--- config.mk ---
export PLATFORM = sky130hd
export DESIGN_NAME = mem_rw_sched
export DESIGN_NICKNAME = d
export VERILOG_FILES = /design/src/rtl/mem_sched_pkg.sv /design/src/rtl/mem_sched_watchdog.sv /design/src/rtl/mem_rw_sched.sv
export SDC_FILE = /design/constraint.sdc
export NUM_CORES = 1
export LEC_CHECK = 0
export ABC_AREA = 0
export BUFFER_PORTS_ARGS = -buffer_cell sky130_fd_sc_hd__buf_2
export CORE_ASPECT_RATIO = 2
export CORE_UTILIZATION = 35
export DETAILED_ROUTE_END_ITERATION = 10
export GPL_TIMING_DRIVEN = 0
export MAX_ROUTING_LAYER = met4
export PLACE_DENSITY = 0.81
export SYNTH_ARGS = -nofsm -noshare
export SYNTH_HDL_FRONTEND = slang
export SYNTH_SLANG_ARGS = --single-unit
--- constraint.sdc ---
create_clock -name mem_clk -period 4 [get_ports mem_clk]
set_clock_uncertainty 0.15 [all_clocks]
set_input_delay 0.2 -clock mem_clk [delete_from_list [all_inputs] [get_ports mem_clk]]
set_output_delay 0.2 -clock mem_clk [all_outputs]
set_load 0.005 [all_outputs]
--- src/rtl/mem_sched_pkg.sv ---
// rtl/mem_sched_pkg.sv - shared widths and state encoding for the burst scheduler
package mem_sched_pkg;

    // Default bus widths of the display memory subsystem
    localparam int DEF_DATA_BITS = 32;
    localparam int DEF_ADDR_BITS = 24;
    localparam int DEF_LEN_BITS  = 10;

    // State encoding
    localparam logic [2:0] S_IDLE     = 3'd0;
    localparam logic [2:0] S_WR_GRANT = 3'd1;
    localparam logic [2:0] S_WR_RUN   = 3'd2;
    localparam logic [2:0] S_RD_GRANT = 3'd3;
    localparam logic [2:0] S_RD_RUN   = 3'd4;
    localparam logic [2:0] S_DONE     = 3'd5;

    typedef enum logic [2:0] {
        IDLE     = S_IDLE,
        WR_GRANT = S_WR_GRANT,
        WR_RUN   = S_WR_RUN,
        RD_GRANT = S_RD_GRANT,
        RD_RUN   = S_RD_RUN,
        DONE     = S_DONE
    } sched_state_t;

endpackage

--- src/rtl/mem_sched_watchdog.sv ---
// rtl/mem_sched_watchdog.sv - burst watchdog counter with clear, enable and expiry flag
module mem_sched_watchdog #(
    parameter int CNT_BITS = 16
) (
    input  logic                mem_clk,
    input  logic                rst,
    input  logic                clr,
    input  logic                en,
    input  logic [CNT_BITS-1:0] limit,
    output logic                expired
);

    logic [CNT_BITS-1:0] count;

    // Count enabled cycles since the last clear; saturate instead of wrapping
    always_ff @(posedge mem_clk or posedge rst) begin
        if (rst) begin
            count <= '0;
        end else if (clr) begin
            count <= '0;
        end else if (en && (count != '1)) begin
            count <= count + 1'b1;
        end
    end

    // Expired during the limit-th enabled cycle after a clear
    always_comb begin
        expired = en && ((count + 1'b1) == limit);
    end

endmodule

--- src/rtl/mem_rw_sched.sv ---
// rtl/mem_rw_sched.sv - read-priority scheduler sharing the SDRAM burst port
module mem_rw_sched
    import mem_sched_pkg::*;
#(
    parameter int MEM_DATA_BITS = DEF_DATA_BITS,
    parameter int ADDR_BITS     = DEF_ADDR_BITS,
    parameter int LEN_BITS      = DEF_LEN_BITS,
    parameter int RD_MAX_WAIT   = 4,
    parameter int TIMEOUT       = 8000
) (
    input  logic                     mem_clk,
    input  logic                     rst,
    input  logic                     wr_burst_req,
    input  logic [LEN_BITS-1:0]      wr_burst_len,
    input  logic [ADDR_BITS-1:0]     wr_burst_addr,
    output logic                     wr_burst_data_req,
    input  logic [MEM_DATA_BITS-1:0] wr_burst_data,
    output logic                     wr_burst_finish,
    input  logic                     rd_burst_req,
    input  logic [LEN_BITS-1:0]      rd_burst_len,
    input  logic [ADDR_BITS-1:0]     rd_burst_addr,
    output logic                     rd_burst_data_valid,
    output logic [MEM_DATA_BITS-1:0] rd_burst_data,
    output logic                     rd_burst_finish,
    output logic                     ctl_burst_req,
    output logic                     ctl_burst_wr,
    output logic [LEN_BITS-1:0]      ctl_burst_len,
    output logic [ADDR_BITS-1:0]     ctl_burst_addr,
    input  logic                     ctl_wr_data_req,
    output logic [MEM_DATA_BITS-1:0] ctl_wr_data,
    input  logic                     ctl_rd_data_valid,
    input  logic [MEM_DATA_BITS-1:0] ctl_rd_data,
    input  logic                     ctl_burst_finish,
    output logic                     busy,
    output logic                     timeout_err
);

    localparam logic [3:0]  MAX_WAIT_L = 4'(RD_MAX_WAIT);
    localparam logic [15:0] TIMEOUT_L  = 16'(TIMEOUT);

    sched_state_t state, state_nxt;
    logic [3:0]   starve_cnt;
    logic         aborted;
    logic         wr_pend, rd_pend;
    logic         wd_clr, wd_en, wd_expired;

    assign wr_pend = wr_burst_req && (wr_burst_len != '0);
    assign rd_pend = rd_burst_req && (rd_burst_len != '0);

    mem_sched_watchdog #(
        .CNT_BITS (16)
    ) u_watchdog (
        .mem_clk (mem_clk),
        .rst     (rst),
        .clr     (wd_clr),
        .en      (wd_en),
        .limit   (TIMEOUT_L),
        .expired (wd_expired)
    );

    // State register
    always_ff @(posedge mem_clk or posedge rst) begin
        if (rst) begin
            state <= IDLE;
        end else begin
            state <= state_nxt;
        end
    end

    // Arbitration, burst sequencing and watchdog control
    always_comb begin
        state_nxt = state;
        wd_clr    = 1'b0;
        wd_en     = 1'b0;
        case (state)
            IDLE: begin
                if (rd_pend && wr_pend) begin
                    state_nxt = (starve_cnt >= MAX_WAIT_L) ? WR_GRANT : RD_GRANT;
                end else if (rd_pend) begin
                    state_nxt = RD_GRANT;
                end else if (wr_pend) begin
                    state_nxt = WR_GRANT;
                end
            end
            WR_GRANT: begin
                wd_clr    = 1'b1;
                state_nxt = WR_RUN;
            end
            RD_GRANT: begin
                wd_clr    = 1'b1;
                state_nxt = RD_RUN;
            end
            WR_RUN, RD_RUN: begin
                wd_en = 1'b1;
                if (ctl_burst_finish || wd_expired) begin
                    state_nxt = DONE;
                end
            end
            DONE:    state_nxt = IDLE;
            default: state_nxt = IDLE;
        endcase
    end

    // Registered burst command; request drops after the first data handshake
    always_ff @(posedge mem_clk or posedge rst) begin
        if (rst) begin
            ctl_burst_req  <= 1'b0;
            ctl_burst_wr   <= 1'b0;
            ctl_burst_len  <= '0;
            ctl_burst_addr <= '0;
            aborted        <= 1'b0;
        end else begin
            case (state)
                WR_GRANT: begin
                    ctl_burst_req  <= 1'b1;
                    ctl_burst_wr   <= 1'b1;
                    ctl_burst_len  <= wr_burst_len;
                    ctl_burst_addr <= wr_burst_addr;
                    aborted        <= 1'b0;
                end
                RD_GRANT: begin
                    ctl_burst_req  <= 1'b1;
                    ctl_burst_wr   <= 1'b0;
                    ctl_burst_len  <= rd_burst_len;
                    ctl_burst_addr <= rd_burst_addr;
                    aborted        <= 1'b0;
                end
                WR_RUN, RD_RUN: begin
                    if (state_nxt == DONE) begin
                        ctl_burst_req <= 1'b0;
                        // A finish coincident with expiry is a normal completion
                        aborted       <= !ctl_burst_finish;
                    end else if ((state == WR_RUN && ctl_wr_data_req) ||
                                 (state == RD_RUN && ctl_rd_data_valid)) begin
                        ctl_burst_req <= 1'b0;
                    end
                end
                default: ;
            endcase
        end
    end

    // Starvation counter: reads granted over a waiting write
    always_ff @(posedge mem_clk or posedge rst) begin
        if (rst) begin
            starve_cnt <= '0;
        end else if (state == IDLE) begin
            if (state_nxt == WR_GRANT) begin
                starve_cnt <= '0;
            end else if (state_nxt == RD_GRANT && wr_pend && starve_cnt != 4'hF) begin
                starve_cnt <= starve_cnt + 4'd1;
            end
        end
    end

    // Data routing and status strobes decoded from state
    always_comb begin
        wr_burst_data_req   = ctl_wr_data_req && (state == WR_RUN);
        ctl_wr_data         = (state == WR_RUN) ? wr_burst_data : '0;
        rd_burst_data       = ctl_rd_data;
        rd_burst_data_valid = ctl_rd_data_valid && (state == RD_RUN);
        wr_burst_finish     = (state == DONE) && ctl_burst_wr;
        rd_burst_finish     = (state == DONE) && !ctl_burst_wr;
        timeout_err         = (state == DONE) && aborted;
        busy                = (state != IDLE);
    end

endmodule

==> run summary <==
max-slew violations: 0
All-Layer GR Usage: 22.6%
switching pwr: 1.23 mW
final wirelength: 11,500 um
WP data arrival: 2.74 ns
status: finished, final reports clean
number of buffers created by CTS: 9
post-DP HPWL: 9390 um
Leakage: 2.79 nW
Crit Path Class: flip-flop to flip-flop
largest net degree at the start of global routing: 38
RSZ-0062 raised after global routing: no
Max Cap Viol: 0
Post-Layout Inst Area: 5230 um^2
Via density: 5.05
antenna viol nets, final: 0
final hold vios: 0
hold buffers post-CTS: 2
CTS clk-pin slew, worst paths: 0.05 ns
final cell count without fillers: 775
Distinct cells, synth: 43
CP Launch Type: flip-flop
Clock Path Buffers: 2
Root Driver: clkbuf_16
post-synthesis sequential area ratio: 41.6%
gpl congestion: 0.976
Post CTS Setup Buffer Count: 0
worst-margin pin slew: 0.797 ns
r2r worst-path depth: 8
CP max stage delay: 0.49 ns
# setup viols final: 0
Fin Hold WS: 0.0140 ns
grt total ovfl: 0
Horiz. Die Dim: 73.8 um
Crit-path slowest cell: or4_1
syn_area_per_cell: 8.83 um^2
P per Cell Area: 639 nW/um^2
hold_sp: wr_burst_addr[23]
CP cell instances: ha_1, nand2_1, or4_1, nor3_1, nand3_1, a211o_2, a31oi_1, o31ai_2
share of layout cells above drive strength 1: 42.7%
Max FO, Critical Path: 7
fin crit share: 67.1%
WP data required: 4.06 ns
dpl cells: 757
std cell rows: 52
Synth Warn #: 0
Hold Path Depth: 3
vias in the first global route: 3,890
Switching Share: 36.8%
Placed Area: 4860 um^2
routed length per instance: 14.8 um
Critical Path Start: u_watchdog.count[0]
die area: 10,800 um^2
die extent in y: 146 um
PortBufs: 212
Gate Count Post-Synth: 409
Net Count, Synth: 550
Ant. Diodes: 0
Comb pwr share: 43.5%
clock sink count: 60
sum of negative setup slack: 0 ns
Hold WC Path Type: primary input to flip-flop
area grow syn2layout: 44.9%
vias: 3,910
clk_lat worst skew: 0.33 ns
Crit. End Element: flip-flop
mapped cell area: 3610 um^2
fin nets: 776
FF-to-FF Start: u_watchdog.count[0]
first-pass GRT wire length: 17,600 um
design internal power: 2.11 mW
Initial Util: 35.8%
Core Util, Final: 51.9%
drc violations: 0
dpl ws: 1.40 ns
Clock power frac: 27.0%
Core Box Area: 10,100 um^2
final worst-path setup slack: 1.32 ns
1st-iter DRT viols: 137
htree depth: 3
clock period minus worst slack: 2.68 ns
Pwr Total: 3.34 mW
worst vdd ir: 301 uV
part of the power in registers: 29.5%
TritonCTS clock tree: yes
initial antenna violation count: 0
Max Fclk: 0.373 GHz
Yosys reg bits: 60
Filler cells: 881
Pre-antenna DRT Iters: 5
io pins: 245
max_slew headroom: 46.8%
post-cts sizing count: 0
## worst max-delay path, delay by kind of cell, from the launching register on
kind            cells  cell delay (ns)
flops               1             0.43
compound gates      3             0.74
simple gates        4             0.97
fa+ha+maj           1             0.26
## registers in the layout (all words and copies together), names as in the netlist
| register | count |
|---|---|
| aborted | 1 |
| ctl_burst_addr | 24 |
| ctl_burst_len | 10 |
| ctl_burst_req | 1 |
| ctl_burst_wr | 1 |
| starve_cnt | 4 |
| state | 3 |
| u_watchdog.count | 16 |
## routing by layer
layer / global-route usage, % / vias to the layer above / routed length, um
met3: 5.19 / 30 / 758
met2: 44.4 / 237 / 6690
met1: 17.6 / 1810 / 3520
met5: - / - / 0
li1: - / 1833 / -
met4: 12.0 / 0 / 495
## final timing paths
kind                            slack, ns                  to
worst max-delay path                 1.32       starve_cnt[2]
worst min-delay path                 0.01  ctl_burst_addr[23]
worst max register to register       1.32       starve_cnt[2]
worst min register to register       0.33    ctl_burst_len[8]
max in group asynchronous            2.80    ctl_burst_len[5]
min in group asynchronous            0.31  ctl_burst_addr[16]
## power groups by stage
stage                     registers [mW]  clock network [mW]  logic, mW
final                              0.985               0.904       1.45
after floorplan                    0.993                   0      0.854
after global placement             0.976                   0       1.42
after global routing                1.01               0.944       1.64
after CTS                          0.984               0.923       1.48
after detailed placement           0.994                   0       1.47
## final cells by class
| cell class | instances | area, um^2 | area share, % |
|---|---|---|---|
| Tap cell | 135 | 169 | 3.23 |
| Inverter | 11 | 41.3 | 0.789 |
| Timing Repair Buffer | 215 | 1100 | 21.0 |
| Buffer | 54 | 328 | 6.26 |
| Clock buffer | 12 | 256 | 4.90 |
| Sequential cell | 60 | 1500 | 28.7 |
| Multi-Input combinational cell | 284 | 1740 | 33.3 |
| Clock inverter | 4 | 95.1 | 1.82 |
## placed cells by master, fill, tap and decap left out, types with 4 or more instances in the layout
| master | n |
|---|---|
| o21ai_0 | 56 |
| o31ai_1 | 4 |
| dfrtp_1 | 60 |
| buf_2 | 216 |
| clkbuf_16 | 9 |
| nand4_1 | 4 |
| nand3_1 | 15 |
| nand2_1 | 61 |
| and2_1 | 35 |
| buf_4 | 32 |
| a31oi_1 | 4 |
| mux2i_1 | 36 |
| nor2_1 | 10 |
| clkbuf_1 | 16 |
| and3_1 | 8 |
| nand2b_1 | 8 |
| inv_1 | 10 |
## Yosys cell counts, drive strengths merged
| cell type | number | area [um^2] |
|---|---|---|
| o41ai | 3 | 45.1 |
| or3 | 1 | 6.26 |
| nand4 | 4 | 25.0 |
| a31oi | 4 | 25.0 |
| dfrtp | 60 | 1500 |
| nand3 | 15 | 75.1 |
| ha | 2 | 25.0 |
| a211o | 1 | 10.0 |
| nand2b | 8 | 50.1 |
| o21a | 1 | 7.51 |
| a211oi | 1 | 7.51 |
| and4 | 1 | 8.76 |
| a31o | 1 | 8.76 |
| o21ai | 57 | 289 |
| o31ai | 5 | 42.5 |
| nor4 | 4 | 31.3 |
| nor3 | 4 | 25.0 |
| nor2b | 2 | 12.5 |
| o22ai | 3 | 18.8 |
| clkbuf | 15 | 56.3 |
| and2 | 35 | 219 |
| mux2i | 36 | 360 |
| inv | 11 | 41.3 |
| a21boi | 1 | 7.51 |
| nor3b | 2 | 15.0 |
| a21o | 1 | 7.51 |
| and3 | 8 | 50.1 |
| xnor2 | 3 | 26.3 |
| nor4b | 1 | 8.76 |
| buf | 39 | 272 |
| xor2 | 3 | 26.3 |
| nor2 | 10 | 37.5 |
| or4 | 3 | 26.3 |
| nand2 | 61 | 229 |
| a21oi | 3 | 15.0 |
## logic make-up (layout without fill, tap and decap cells)
group / Yosys count / count (layout) / synth area share, %
simple gates: 159 / 159 / 22.7
compound gates: 81 / 81 / 13.4
buf+inv: 65 / 296 / 10.2
xor+xnor: 6 / 6 / 1.46
fa+ha+maj: 2 / 2 / 0.693
mux: 36 / 36 / 9.98
flops: 60 / 60 / 41.6
Power figures use the tool's default switching activity.
